<file path="config.mk">
export PLATFORM = sky130hd
export DESIGN_NAME = decode_ctrl_stage_flat
export DESIGN_NICKNAME = d
export VERILOG_FILES = /design/src/rtl/decode_ctrl_stage_if.sv /design/src/rtl/decode_ctrl_stage.sv /design/src/flat_wrapper.sv
export SDC_FILE = /design/constraint.sdc
export NUM_CORES = 1
export LEC_CHECK = 0
export ABC_AREA = 0
export BUFFER_PORTS_ARGS = -buffer_cell sky130_fd_sc_hd__buf_2
export CAP_MARGIN = 40
export CORE_MARGIN = 2
export CORE_UTILIZATION = 54
export CTS_CLUSTER_DIAMETER = 40
export CTS_CLUSTER_SIZE = 30
export DETAILED_ROUTE_END_ITERATION = 10
export PLACE_DENSITY = 0.88
export SLEW_MARGIN = 40
export SYNTH_ARGS = -nofsm -noshare
export SYNTH_HDL_FRONTEND = slang
export SYNTH_SLANG_ARGS = --single-unit
</file>
<file path="constraint.sdc">
create_clock -name clk -period 2.6 [get_ports clk]
set_input_delay 0.39 -clock clk [delete_from_list [all_inputs] [get_ports clk]]
set_output_delay 0.39 -clock clk [all_outputs]
set_load 0.05 [all_outputs]
</file>
<file path="src/rtl/decode_ctrl_stage_if.sv">
// Handshake and control-bundle signals between fetch, the decode stage and execute.
interface decode_ctrl_stage_if #(
  parameter int INSTR_W = 9,
  parameter int REG_W   = 4,
  parameter int ALUOP_W = 4
);
  logic               in_valid;
  logic               in_ready;
  logic [INSTR_W-1:0] instruction_in;
  logic               flush;
  logic               out_valid;
  logic               out_ready;
  logic [REG_W-1:0]   read_reg0;
  logic [REG_W-1:0]   read_reg1;
  logic [REG_W-1:0]   write_reg;
  logic               write;
  logic               move;
  logic               mem_to_reg;
  logic               mem_write;
  logic               branch;
  logic               immediate;
  logic               set_quarter;
  logic               jump_sign;
  logic [ALUOP_W-1:0] alu_op;
  logic               illegal;
  logic               halted;

  modport master (
    output in_valid, instruction_in, flush, out_ready,
    input  in_ready, out_valid, read_reg0, read_reg1, write_reg, write, move,
           mem_to_reg, mem_write, branch, immediate, set_quarter, jump_sign,
           alu_op, illegal, halted
  );

  modport slave (
    input  in_valid, instruction_in, flush, out_ready,
    output in_ready, out_valid, read_reg0, read_reg1, write_reg, write, move,
           mem_to_reg, mem_write, branch, immediate, set_quarter, jump_sign,
           alu_op, illegal, halted
  );
endinterface

</file>
<file path="src/rtl/decode_ctrl_stage.sv">
// Registered decode stage: instruction -> control bundle, with load-use bubble, flush and sticky halt.
//
// state       | meaning
// S_RUN       | normal issue
// S_STALL     | load-use bubble was just inserted; tracker already cleared
// S_HALT_PEND | halt bundle issued, waiting for execute to consume it
// S_HALTED    | core halted, only rst_n leaves this state
module decode_ctrl_stage #(
  parameter int INSTR_W = 9,
  parameter int REG_W   = 4,
  parameter int ALUOP_W = 4
) (
  input logic clk,
  input logic rst_n,
  decode_ctrl_stage_if.slave bus
);

  typedef enum logic [1:0] {S_RUN, S_STALL, S_HALT_PEND, S_HALTED} state_t;

  typedef struct packed {
    logic [REG_W-1:0]   rr0;
    logic [REG_W-1:0]   rr1;
    logic [REG_W-1:0]   wr;
    logic               write;
    logic               move;
    logic               m2r;
    logic               mw;
    logic               branch;
    logic               imm;
    logic               sq;
    logic               js;
    logic [ALUOP_W-1:0] alu;
    logic               illegal;
  } ctrl_t;

  localparam logic [REG_W-1:0] R_ADR  = REG_W'(4);
  localparam logic [REG_W-1:0] R_MATH = REG_W'(5);
  localparam logic [REG_W-1:0] R_CNT  = REG_W'(7);

  state_t           state_q, state_d;
  ctrl_t            ctrl_q, ctrl_d, dec;
  logic             out_valid_q, out_valid_d;
  logic             trk_vld_q, trk_vld_d;
  logic [REG_W-1:0] trk_q, trk_d;
  logic             alive_q;

  logic [4:0]       op;
  logic [3:0]       fld;
  logic [REG_W-1:0] fhi, flo;
  logic             use0, use1, is_ld, is_halt;
  logic             hazard, in_ready, accept;

  assign op  = bus.instruction_in[INSTR_W-1 -: 5];
  assign fld = bus.instruction_in[3:0];
  assign fhi = REG_W'(fld[3:2]);
  assign flo = REG_W'(fld[1:0]);

  // use0/use1 mark opcodes whose read_reg fields are real sources (for hazard detection)
  always_comb begin
    dec  = '0;
    use0 = 1'b0;
    use1 = 1'b0;
    case (op)
      5'h00, 5'h01: begin
        dec.rr0 = fhi; dec.rr1 = R_MATH; dec.wr = flo; dec.write = 1'b1;
        dec.alu = ALUOP_W'(op); use0 = 1'b1; use1 = 1'b1;
      end
      5'h02: begin dec.rr0 = fhi; dec.wr = flo; dec.write = 1'b1; dec.move = 1'b1; use0 = 1'b1; end
      5'h03: begin dec.rr0 = fhi; dec.wr = R_ADR; dec.write = 1'b1; dec.move = 1'b1; use0 = 1'b1; end
      5'h04: begin dec.rr0 = R_ADR; dec.wr = flo; dec.write = 1'b1; dec.move = 1'b1; use0 = 1'b1; end
      5'h05: begin dec.wr = R_ADR; dec.write = 1'b1; dec.imm = 1'b1; dec.js = fld[0]; end
      5'h06: begin dec.rr0 = REG_W'(fld); dec.wr = R_MATH; dec.write = 1'b1; dec.imm = 1'b1; use0 = 1'b1; end
      5'h07: begin dec.rr0 = R_MATH; dec.wr = flo; dec.write = 1'b1; dec.move = 1'b1; use0 = 1'b1; end
      5'h08: begin dec.rr0 = fhi; dec.wr = R_MATH; dec.write = 1'b1; dec.move = 1'b1; use0 = 1'b1; end
      5'h09, 5'h0A: begin
        dec.rr0 = R_MATH; dec.rr1 = fhi; dec.wr = (op == 5'h09) ? R_ADR : flo;
        dec.write = 1'b1; dec.move = 1'b1; dec.sq = 1'b1; use0 = 1'b1; use1 = 1'b1;
      end
      5'h0B: begin
        dec.rr0 = flo; dec.rr1 = fhi; dec.wr = R_CNT; dec.write = 1'b1; dec.sq = 1'b1;
        use0 = 1'b1; use1 = 1'b1;
      end
      5'h0C: begin dec.rr0 = R_CNT; dec.wr = flo; dec.write = 1'b1; dec.move = 1'b1; use0 = 1'b1; end
      5'h0D: begin dec.rr0 = fhi; dec.wr = R_CNT; dec.write = 1'b1; dec.move = 1'b1; use0 = 1'b1; end
      5'h0E: begin dec.wr = R_CNT; dec.write = 1'b1; dec.imm = 1'b1; end
      5'h0F, 5'h10, 5'h11, 5'h12, 5'h13: begin
        dec.rr0 = fhi; dec.rr1 = flo; dec.branch = 1'b1; use0 = 1'b1; use1 = 1'b1;
        case (op)
          5'h0F:   dec.alu = ALUOP_W'(7);
          5'h10:   dec.alu = ALUOP_W'(8);
          5'h11:   dec.alu = ALUOP_W'(6);
          5'h12:   dec.alu = ALUOP_W'(5);
          default: dec.alu = ALUOP_W'(4);
        endcase
      end
      5'h14, 5'h15: begin
        dec.rr0 = fhi; dec.wr = flo; use0 = 1'b1;
        dec.alu = (op == 5'h14) ? ALUOP_W'(2) : ALUOP_W'(3);
      end
      5'h16: begin
        dec.rr0 = fhi; dec.rr1 = R_ADR; dec.wr = flo; dec.write = 1'b1; dec.m2r = 1'b1;
        use0 = 1'b1; use1 = 1'b1;
      end
      5'h17: begin
        dec.rr0 = fhi; dec.rr1 = R_ADR; dec.wr = flo; dec.mw = 1'b1; use0 = 1'b1; use1 = 1'b1;
      end
      5'h18: begin dec.branch = 1'b1; dec.alu = ALUOP_W'(7); end
      5'h19: begin dec.wr = flo; dec.write = 1'b1; dec.imm = 1'b1; end
      5'h1A: ;
      default: dec.illegal = 1'b1;
    endcase
  end

  assign is_ld   = (op == 5'h16);
  assign is_halt = (op == 5'h1A);

  assign hazard = trk_vld_q & bus.in_valid &
                  ((use0 & (dec.rr0 == trk_q)) | (use1 & (dec.rr1 == trk_q)));

  // alive_q holds in_ready low while rst_n is asserted and for the first edge after release
  assign in_ready = alive_q & ((state_q == S_RUN) | (state_q == S_STALL)) & ~hazard &
                    (~out_valid_q | bus.out_ready) & ~bus.flush;
  assign accept   = bus.in_valid & in_ready;

  always_comb begin
    state_d     = state_q;
    ctrl_d      = ctrl_q;
    out_valid_d = out_valid_q;
    trk_vld_d   = trk_vld_q;
    trk_d       = trk_q;
    if (bus.flush && state_q != S_HALTED) begin
      state_d     = S_RUN;
      out_valid_d = 1'b0;
      trk_vld_d   = 1'b0;
    end else begin
      if (accept) begin
        ctrl_d      = dec;
        out_valid_d = 1'b1;
        trk_vld_d   = is_ld;
        trk_d       = dec.wr;
      end else if (bus.out_ready) begin
        out_valid_d = 1'b0;
      end
      case (state_q)
        S_RUN: begin
          if (accept && is_halt) begin
            state_d = S_HALT_PEND;
          end else if (hazard) begin
            state_d   = S_STALL;
            trk_vld_d = 1'b0;
          end
        end
        S_STALL:     state_d = (accept && is_halt) ? S_HALT_PEND : S_RUN;
        S_HALT_PEND: if (out_valid_q && bus.out_ready) state_d = S_HALTED;
        default:     state_d = S_HALTED;
      endcase
    end
  end

  always_ff @(posedge clk or negedge rst_n) begin
    if (!rst_n) begin
      state_q     <= S_RUN;
      ctrl_q      <= '0;
      out_valid_q <= 1'b0;
      trk_vld_q   <= 1'b0;
      trk_q       <= '0;
      alive_q     <= 1'b0;
    end else begin
      state_q     <= state_d;
      ctrl_q      <= ctrl_d;
      out_valid_q <= out_valid_d;
      trk_vld_q   <= trk_vld_d;
      trk_q       <= trk_d;
      alive_q     <= 1'b1;
    end
  end

  assign bus.in_ready    = in_ready;
  assign bus.out_valid   = out_valid_q;
  assign bus.read_reg0   = ctrl_q.rr0;
  assign bus.read_reg1   = ctrl_q.rr1;
  assign bus.write_reg   = ctrl_q.wr;
  assign bus.write       = ctrl_q.write;
  assign bus.move        = ctrl_q.move;
  assign bus.mem_to_reg  = ctrl_q.m2r;
  assign bus.mem_write   = ctrl_q.mw;
  assign bus.branch      = ctrl_q.branch;
  assign bus.immediate   = ctrl_q.imm;
  assign bus.set_quarter = ctrl_q.sq;
  assign bus.jump_sign   = ctrl_q.js;
  assign bus.alu_op      = ctrl_q.alu;
  assign bus.illegal     = ctrl_q.illegal;
  assign bus.halted      = (state_q == S_HALTED);

endmodule

</file>
<file path="src/flat_wrapper.sv">
// flat-port wrapper written by rule: the top's interface ports become plain ports
module decode_ctrl_stage_flat 
#(
  parameter int INSTR_W = 9,
  parameter int REG_W   = 4,
  parameter int ALUOP_W = 4
)
  (clk, rst_n, bus_in_valid, bus_instruction_in, bus_flush, bus_out_ready, bus_in_ready, bus_out_valid, bus_read_reg0, bus_read_reg1, bus_write_reg, bus_write, bus_move, bus_mem_to_reg, bus_mem_write, bus_branch, bus_immediate, bus_set_quarter, bus_jump_sign, bus_alu_op, bus_illegal, bus_halted);
  decode_ctrl_stage_if #(.INSTR_W(INSTR_W), .REG_W(REG_W), .ALUOP_W(ALUOP_W)) bus_i ();
  input logic clk;
  input logic rst_n;
  input wire logic [$bits(bus_i.in_valid)-1:0] bus_in_valid;
  input wire logic [$bits(bus_i.instruction_in)-1:0] bus_instruction_in;
  input wire logic [$bits(bus_i.flush)-1:0] bus_flush;
  input wire logic [$bits(bus_i.out_ready)-1:0] bus_out_ready;
  output wire logic [$bits(bus_i.in_ready)-1:0] bus_in_ready;
  output wire logic [$bits(bus_i.out_valid)-1:0] bus_out_valid;
  output wire logic [$bits(bus_i.read_reg0)-1:0] bus_read_reg0;
  output wire logic [$bits(bus_i.read_reg1)-1:0] bus_read_reg1;
  output wire logic [$bits(bus_i.write_reg)-1:0] bus_write_reg;
  output wire logic [$bits(bus_i.write)-1:0] bus_write;
  output wire logic [$bits(bus_i.move)-1:0] bus_move;
  output wire logic [$bits(bus_i.mem_to_reg)-1:0] bus_mem_to_reg;
  output wire logic [$bits(bus_i.mem_write)-1:0] bus_mem_write;
  output wire logic [$bits(bus_i.branch)-1:0] bus_branch;
  output wire logic [$bits(bus_i.immediate)-1:0] bus_immediate;
  output wire logic [$bits(bus_i.set_quarter)-1:0] bus_set_quarter;
  output wire logic [$bits(bus_i.jump_sign)-1:0] bus_jump_sign;
  output wire logic [$bits(bus_i.alu_op)-1:0] bus_alu_op;
  output wire logic [$bits(bus_i.illegal)-1:0] bus_illegal;
  output wire logic [$bits(bus_i.halted)-1:0] bus_halted;
  assign bus_i.in_valid = bus_in_valid;
  assign bus_i.instruction_in = bus_instruction_in;
  assign bus_i.flush = bus_flush;
  assign bus_i.out_ready = bus_out_ready;
  assign bus_in_ready = bus_i.in_ready;
  assign bus_out_valid = bus_i.out_valid;
  assign bus_read_reg0 = bus_i.read_reg0;
  assign bus_read_reg1 = bus_i.read_reg1;
  assign bus_write_reg = bus_i.write_reg;
  assign bus_write = bus_i.write;
  assign bus_move = bus_i.move;
  assign bus_mem_to_reg = bus_i.mem_to_reg;
  assign bus_mem_write = bus_i.mem_write;
  assign bus_branch = bus_i.branch;
  assign bus_immediate = bus_i.immediate;
  assign bus_set_quarter = bus_i.set_quarter;
  assign bus_jump_sign = bus_i.jump_sign;
  assign bus_alu_op = bus_i.alu_op;
  assign bus_illegal = bus_i.illegal;
  assign bus_halted = bus_i.halted;
  decode_ctrl_stage #(.INSTR_W(INSTR_W), .REG_W(REG_W), .ALUOP_W(ALUOP_W)) u_core (.clk(clk), .rst_n(rst_n), .bus(bus_i));
endmodule
</file>
# Word level (Yosys, flattened, before mapping)
# Cells that the tools add are included.
# totals
mem_bits_ro,0
mem_count,0
latchBits,0
ram_bits,0
ff_bits,30
elab_cells,126
inputBits,14
# op_classes
eq_ne,34
n_shift,0
muxes,32
mul,0
n_addsub,0
reduce_logical,27
bitwise_logic,16
order_cmp,0
div_mod_pow,0
# ops
operator,count
equality test 5 bit (second input constant),11
equality test 5 x 4 -> 1 bit (second input constant),8
one-hot mux 4 bit (4 select lines),2
OR reduction 27 bit,1
one-hot mux 4 bit (6 select lines),1
OR reduction 22 bit,1
equality test 5 x 3 -> 1 bit (second input constant),4
two-way mux 1 bit,20
one-hot mux 4 bit (5 select lines),1
OR reduction 17 bit,1
OR reduction 15 bit,1
one-hot mux 3 bit (4 select lines),1
OR reduction 12 bit,1
OR reduction 2 bit,6
OR reduction 11 bit,1
equality test 5 x 2 -> 1 bit (second input constant),2
two-way mux 2 bit,5
bitwise AND 1 bit,9
OR reduction 3 bit,3
OR reduction 9 bit,1
one-hot mux 2 bit (3 select lines),1
OR reduction 6 bit,1
equality test 5 x 1 -> 1 bit (second input constant),1
zero test 5 bit,1
16 further kinds,25

# Longest topological paths before layout
# depth
depth_word,17
mapped_depth,12
depth_no_buf,8

# Least setup slack after synthesis
# OpenSTA, ideal clock, no wires.
# synth_path
path_kind,input-to-reg
startpoint,in bus_instruction_in[8]
endpoint,reg u_core.state_q[1]
stages,10
arrival_ns,2.532
setup_slack_ns,-0.009
cell_sequence,buf_2 > and2b_1 > o211ai_2 > a2111oi_2 > xnor2_1 > nor4_2 > or3b_1 > buf_4 > or4_1 > a21oi_1
# synth_between
elab_chain_cells,16
# synth_rtl
element,line_no,source
"start, declared",flat_wrapper.sv:13,input wire logic [$bits(bus_i.instruction_in)-1:0] bus_instruction_in;
equality test 5 x 4 -> 1 bit (tied with other cells),decode_ctrl_stage.sv:63,case (op)
OR reduction 15 bit (no line) (tied with other cells),n/a,
one-hot mux 4 bit (6 select lines) / one-hot mux 3 bit (4 select lines) (equally long branches),decode_ctrl_stage.sv:63,
equality test 4 bit / equality test 3 x 4 -> 1 bit (equally long branches),decode_ctrl_stage.sv:118,((use0 & (dec.rr0 == trk_q)) | (use1 & (dec.rr1 == trk_q)));
bitwise AND 1 bit,decode_ctrl_stage.sv:118,
OR 1 bit,decode_ctrl_stage.sv:118,
bitwise AND 1 bit,decode_ctrl_stage.sv:117,assign hazard = trk_vld_q & bus.in_valid &
NOT 1 bit,decode_ctrl_stage.sv:121,assign in_ready = alive_q & ((state_q == S_RUN) | (state_q == S_STALL)) & ~hazard &
bitwise AND 1 bit (2 in a row),decode_ctrl_stage.sv:121,
bitwise AND 1 bit,decode_ctrl_stage.sv:122,(~out_valid_q | bus.out_ready) & ~bus.flush;
bitwise AND 1 bit,decode_ctrl_stage.sv:123,assign accept = bus.in_valid & in_ready;
logical AND 1 bit,"decode_ctrl_stage.sv:146, decode_ctrl_stage.sv:153",
"two-way mux 2 bit, on equally long branches","decode_ctrl_stage.sv:153, decode_ctrl_stage.sv:146",
one-hot mux 2 bit (3 select lines),decode_ctrl_stage.sv:144,case (state_q)
two-way mux 2 bit,decode_ctrl_stage.sv:131,if (bus.flush && state_q != S_HALTED) begin
"end signal, assigned",decode_ctrl_stage.sv:169,state_q <= state_d;
"end, declared",decode_ctrl_stage.sv:40,"state_t state_q, state_d;"
# Parallel ways exist; a longest one is shown, timed or not.
# A chain may end at the register's enable or synchronous reset.

# Worst setup path in the final report
# layout_path
startpoint,in bus_instruction_in[5]
endpoint,out bus_in_ready
# layout_between
elab_chain_cells,11
# layout_rtl
element,line_no,source
equality test 5 x 4 -> 1 bit (tied with other cells),decode_ctrl_stage.sv:63,
OR reduction 15 bit (no line) (tied with other cells),n/a,
one-hot mux 4 bit (6 select lines) / one-hot mux 3 bit (4 select lines) (equally long branches),decode_ctrl_stage.sv:63,
equality test 4 bit / equality test 3 x 4 -> 1 bit (equally long branches),decode_ctrl_stage.sv:118,
bitwise AND 1 bit,decode_ctrl_stage.sv:118,
OR 1 bit *,decode_ctrl_stage.sv:118,
bitwise AND 1 bit *,decode_ctrl_stage.sv:117,
NOT 1 bit *,decode_ctrl_stage.sv:121,
bitwise AND 1 bit * (2 in a row),decode_ctrl_stage.sv:121,
bitwise AND 1 bit *,decode_ctrl_stage.sv:122,
"end, declared",flat_wrapper.sv:16,output wire logic [$bits(bus_i.in_ready)-1:0] bus_in_ready;
# Mark *: on every way between the ends. The rest lies on a longest branch, timed or not.

==> impl_metrics.csv <==
group,metric,value,unit
synthesis,yosys.area.top_type_share,36.4,%
floorplanning,core,3390,sq um
sta,worst_pin_slew,0.599,ns
critical_path,critical_path_arrival,2.34,ns
floorplanning,dieHeight,63.7,um
critical_path,slowest_stage,"nor3_1",
synthesis,ys_ff_latch,28,
synthesis,yosysTopAreaCell,"dfrtp_1",
sta,slew_violations,0,
synthesis,yosysMostFrequentCell,"nand2_1",
synthesis,yosysUniqueCellTypes,57,
sta,max_freq,366,MHz
clock_network,cts_buffer_depth,2,
critical_path,critPathCaptureType,"output port",
synthesis,synth-main-ff-cell,"dfrtp_1",
grt,grt_pass1_vias,2217,
cells_and_area,drive_above_1_share,40.9,%
critical_path,r2r_slack,0.28,ns
route,wl_per_cell,18.0,um
cells_and_area,antenna_cells,0,
clock_network,path_clk_slew,0.15,ns
critical_path,critical_path_required,2.21,ns
pwr,p_leak,1.32,nW
place,port_buffers,39,
outcome,status,"complete, but fails checks",
synthesis,synth.cell_area,1930,sq um
pwr,power,1.37,mW
grt,gr-total-overflow,0,
synthesis,yosys_warnings,0,
route,dr.pass1.iters,5,
pwr,combPwrFrac,41.3,%
cells_and_area,multi_input_area,1180,sq um
floorplanning,dieArea,4060,sq um
sta,relSlewSlack,60.1,%
cells_and_area,seqCellArea,701,sq um
critical_path,cp-start-kind,"input port",
pwr,clock_power_share,21.2,%
sta,fin_hold_ws,0.0300,ns
floorplanning,initial_core_util,56.8,%
pwr,power.density,500,nW/um^2
cells_and_area,syn_to_final_growth,42.7,%
pwr,power.switching,0.541,mW
clock_network,clk_latency,0.34,ns
critical_path,crit_family,"simple AND/OR/NAND/NOR gates",
synthesis,synth_area_leaders,"dfrtp_1 36%, nand2_1 7.0%, o21ai_0 5.7%, a21oi_1 3.9%, o41ai_1 3.2%",
clock_network,h-tree-depth,1,
place,gp_congestion,0.994,
critical_path,worstSetupEndpoint,"bus_in_ready",
synthesis,synth-edff-count,0,
critical_path,cpPeakStageDelay,0.41,ns
route,detail_route.drc_violations,0,
cells_and_area,nFillCells,203,
critical_path,reg2reg_to,"u_core.bus.read_reg0[2]$_DFFE_PN0P_",
outcome,violations,"setup timing",
clock_network,cts-root-buf,"clkbuf_4",
floorplanning,io_pins,42,
min_path,hold_class,"in -> async",
sta,setup_viol,1,
synthesis,yosysSeqAreaShare,36.4,%
synthesis,ys_async_sr_fraction,100,%
flow_run,maxCapViolations,0,
route,detail-route-antenna-nets,0,
clock_network,cts_tree,"yes",
pwr,p_int,0.833,mW
route,drtIter0Drc,284,
sta,finClkSkew,0.00335,ns
place,hpwlAfterDp,4150,um
sta,period_share,105,%
pwr,seqPwrFrac,37.5,%
pwr,switching_share,39.4,%
sta,setup_slack,-0.134,ns
critical_path,crit_buf_inv,5,
grt,grt_first_pass_wirelength,10500,um
route,wirelength,6600,um
synthesis,synth_common_cells,"36 x nand2_1, 28 x dfrtp_1, 22 x o21ai_0",
cells_and_area,nets,335,
critical_path,reg2reg_depth,8,
critical_path,crit_chain,"buf_8, buf_4, inv_1, nor3_1, a221oi_4, xnor2_2, nor4_2, buf_4, nor2_4, and2_4, buf_8",
critical_path,critical_path_class,"in -> out",
sta,fin_crit,2.73,ns
critical_path,critical_path_cell_count,11,
pwr,max-vdd-ir-drop,0.000308,V
synthesis,avgSynthCellArea,8.19,sq um
route,vias,2305,
clock_network,clkSinkCount,28,
floorplanning,row_count,21,
floorplanning,die_x,63.7,um
sta,rsz0062_at_grt,"true",
critical_path,r2r_start,"u_core.trk_q[2]$_DFFE_PN0P_",
critical_path,worstPathMaxFanout,14,
sta,hold_viol_final,0,
grt,grt_use_total,32.8,%
grt,grt_max_degree,29,
critical_path,startpoint,"bus_instruction_in[5]",
clock_network,cts_buffers,3,
grt,antenna_found_initial,0,
synthesis,synthCells,235,
route,via_per_inst,6.30,
## power groups by stage
stage / clock (mW) / sequential (mW) / combinational (mW)
3_5_place_dp: 0 / 0.523 / 0.506
4_1_cts: 0.291 / 0.514 / 0.538
3_3_place_gp: 0 / 0.519 / 0.496
5_1_grt: 0.319 / 0.520 / 0.597
2_1_floorplan: 0 / 0.683 / 0.179
6_report: 0.291 / 0.514 / 0.568
## cells by family after synthesis
| kind of cell | Yosys count | share of synthesized area (%) |
|---|---|---|
| mux | 4 | 2.27 |
| other cells | 2 | 0.390 |
| compound gates | 72 | 25.3 |
| fa+ha+maj | 1 | 0.520 |
| simple gates | 93 | 24.8 |
| xor+xnor | 6 | 2.73 |
| flops | 28 | 36.4 |
| buf+inv | 29 | 7.60 |
## placed cells by master, fill, tap and decap left out, types with 2 or more instances in the layout
cell type   n
a211oi_1    2
a21o_1      2
a21oi_1    15
buf_2      33
buf_4      60
buf_6       5
buf_8       2
clkbuf_4    3
conb_1      3
dfrtp_1    28
inv_1       7
mux2_2      3
nand2_1    34
nand2_2     2
nand2b_1    8
nand3_1     6
nand3b_1    2
nor2_1     12
nor2b_1     3
nor3_1      4
nor4_1      2
nor4_2      2
o211ai_1    2
o21ai_0    22
o31ai_1     3
o41ai_1     7
or3b_4      2
xnor2_1     2
xnor2_2     2
xor2_1      2
## timing repair
action / 4_1_cts / 5_1_grt
pin swaps: 11 / 5
hold buffers: 0 / 0
gates resized for setup: 33 / 7
setup endpoints to repair: 1 / 11
setup buffers: 4 / 1
endpoints found under the hold margin: 0 / 0
## cell type report
class	instances	area share, %
multi-input cells	179	43.1
repair buffers	101	26.3
flip-flops and latches	28	25.5
well taps	46	2.09
clock inverters	1	1.09
inverters	8	1.09
clock buffers	3	0.820
## worst min-delay path by stage
| stage | start | endpoint | slack (ns) | cells past startpoint |
|---|---|---|---|---|
| 6_report | rst_n | u_core.bus.branch$_DFFE_PN0P_ | 0.03 | 1 |
| 3_5_place_dp | rst_n | u_core.bus.read_reg1[0]$_DFFE_PN0P_ | 0.43 | 1 |
| 4_1_cts | rst_n | u_core.bus.read_reg1[0]$_DFFE_PN0P_ | 0.06 | 1 |
| 2_1_floorplan | rst_n | u_core.alive_q$_DFF_PN0_ | 0.09 | 0 |
| 5_1_grt | rst_n | u_core.bus.alu_op[0]$_DFFE_PN0P_ | 0.07 | 1 |
| 3_3_place_gp | rst_n | u_core.bus.read_reg0[1]$_DFFE_PN0P_ | 0.42 | 1 |
## through the flow
step	worst slack, ns	std cells	cell area (sq um)	util (%)	setup TNS [ns]
finish	-0.134	366	2750	81.1	-0.134
global route	-0.163	366	2750	81.1	-0.163
CTS	-0.0660	365	2710	79.9	-0.0660
detailed placement	-0.264	357	2490	73.6	-5.02
global placement	-0.193	357	2490	73.6	-3.30
floorplan	0.0477	236	1930	-	0
## layer usage
layer,vias to the layer above,GRT usage [%],wire length [um]
met5,-,0,0
met4,0,17.7,352
met3,43,6.25,672
met2,181,52.6,3090
met1,1066,41.6,2480
li1,1015,-,-
No activity file was read; power rests on OpenSTA's default activity.
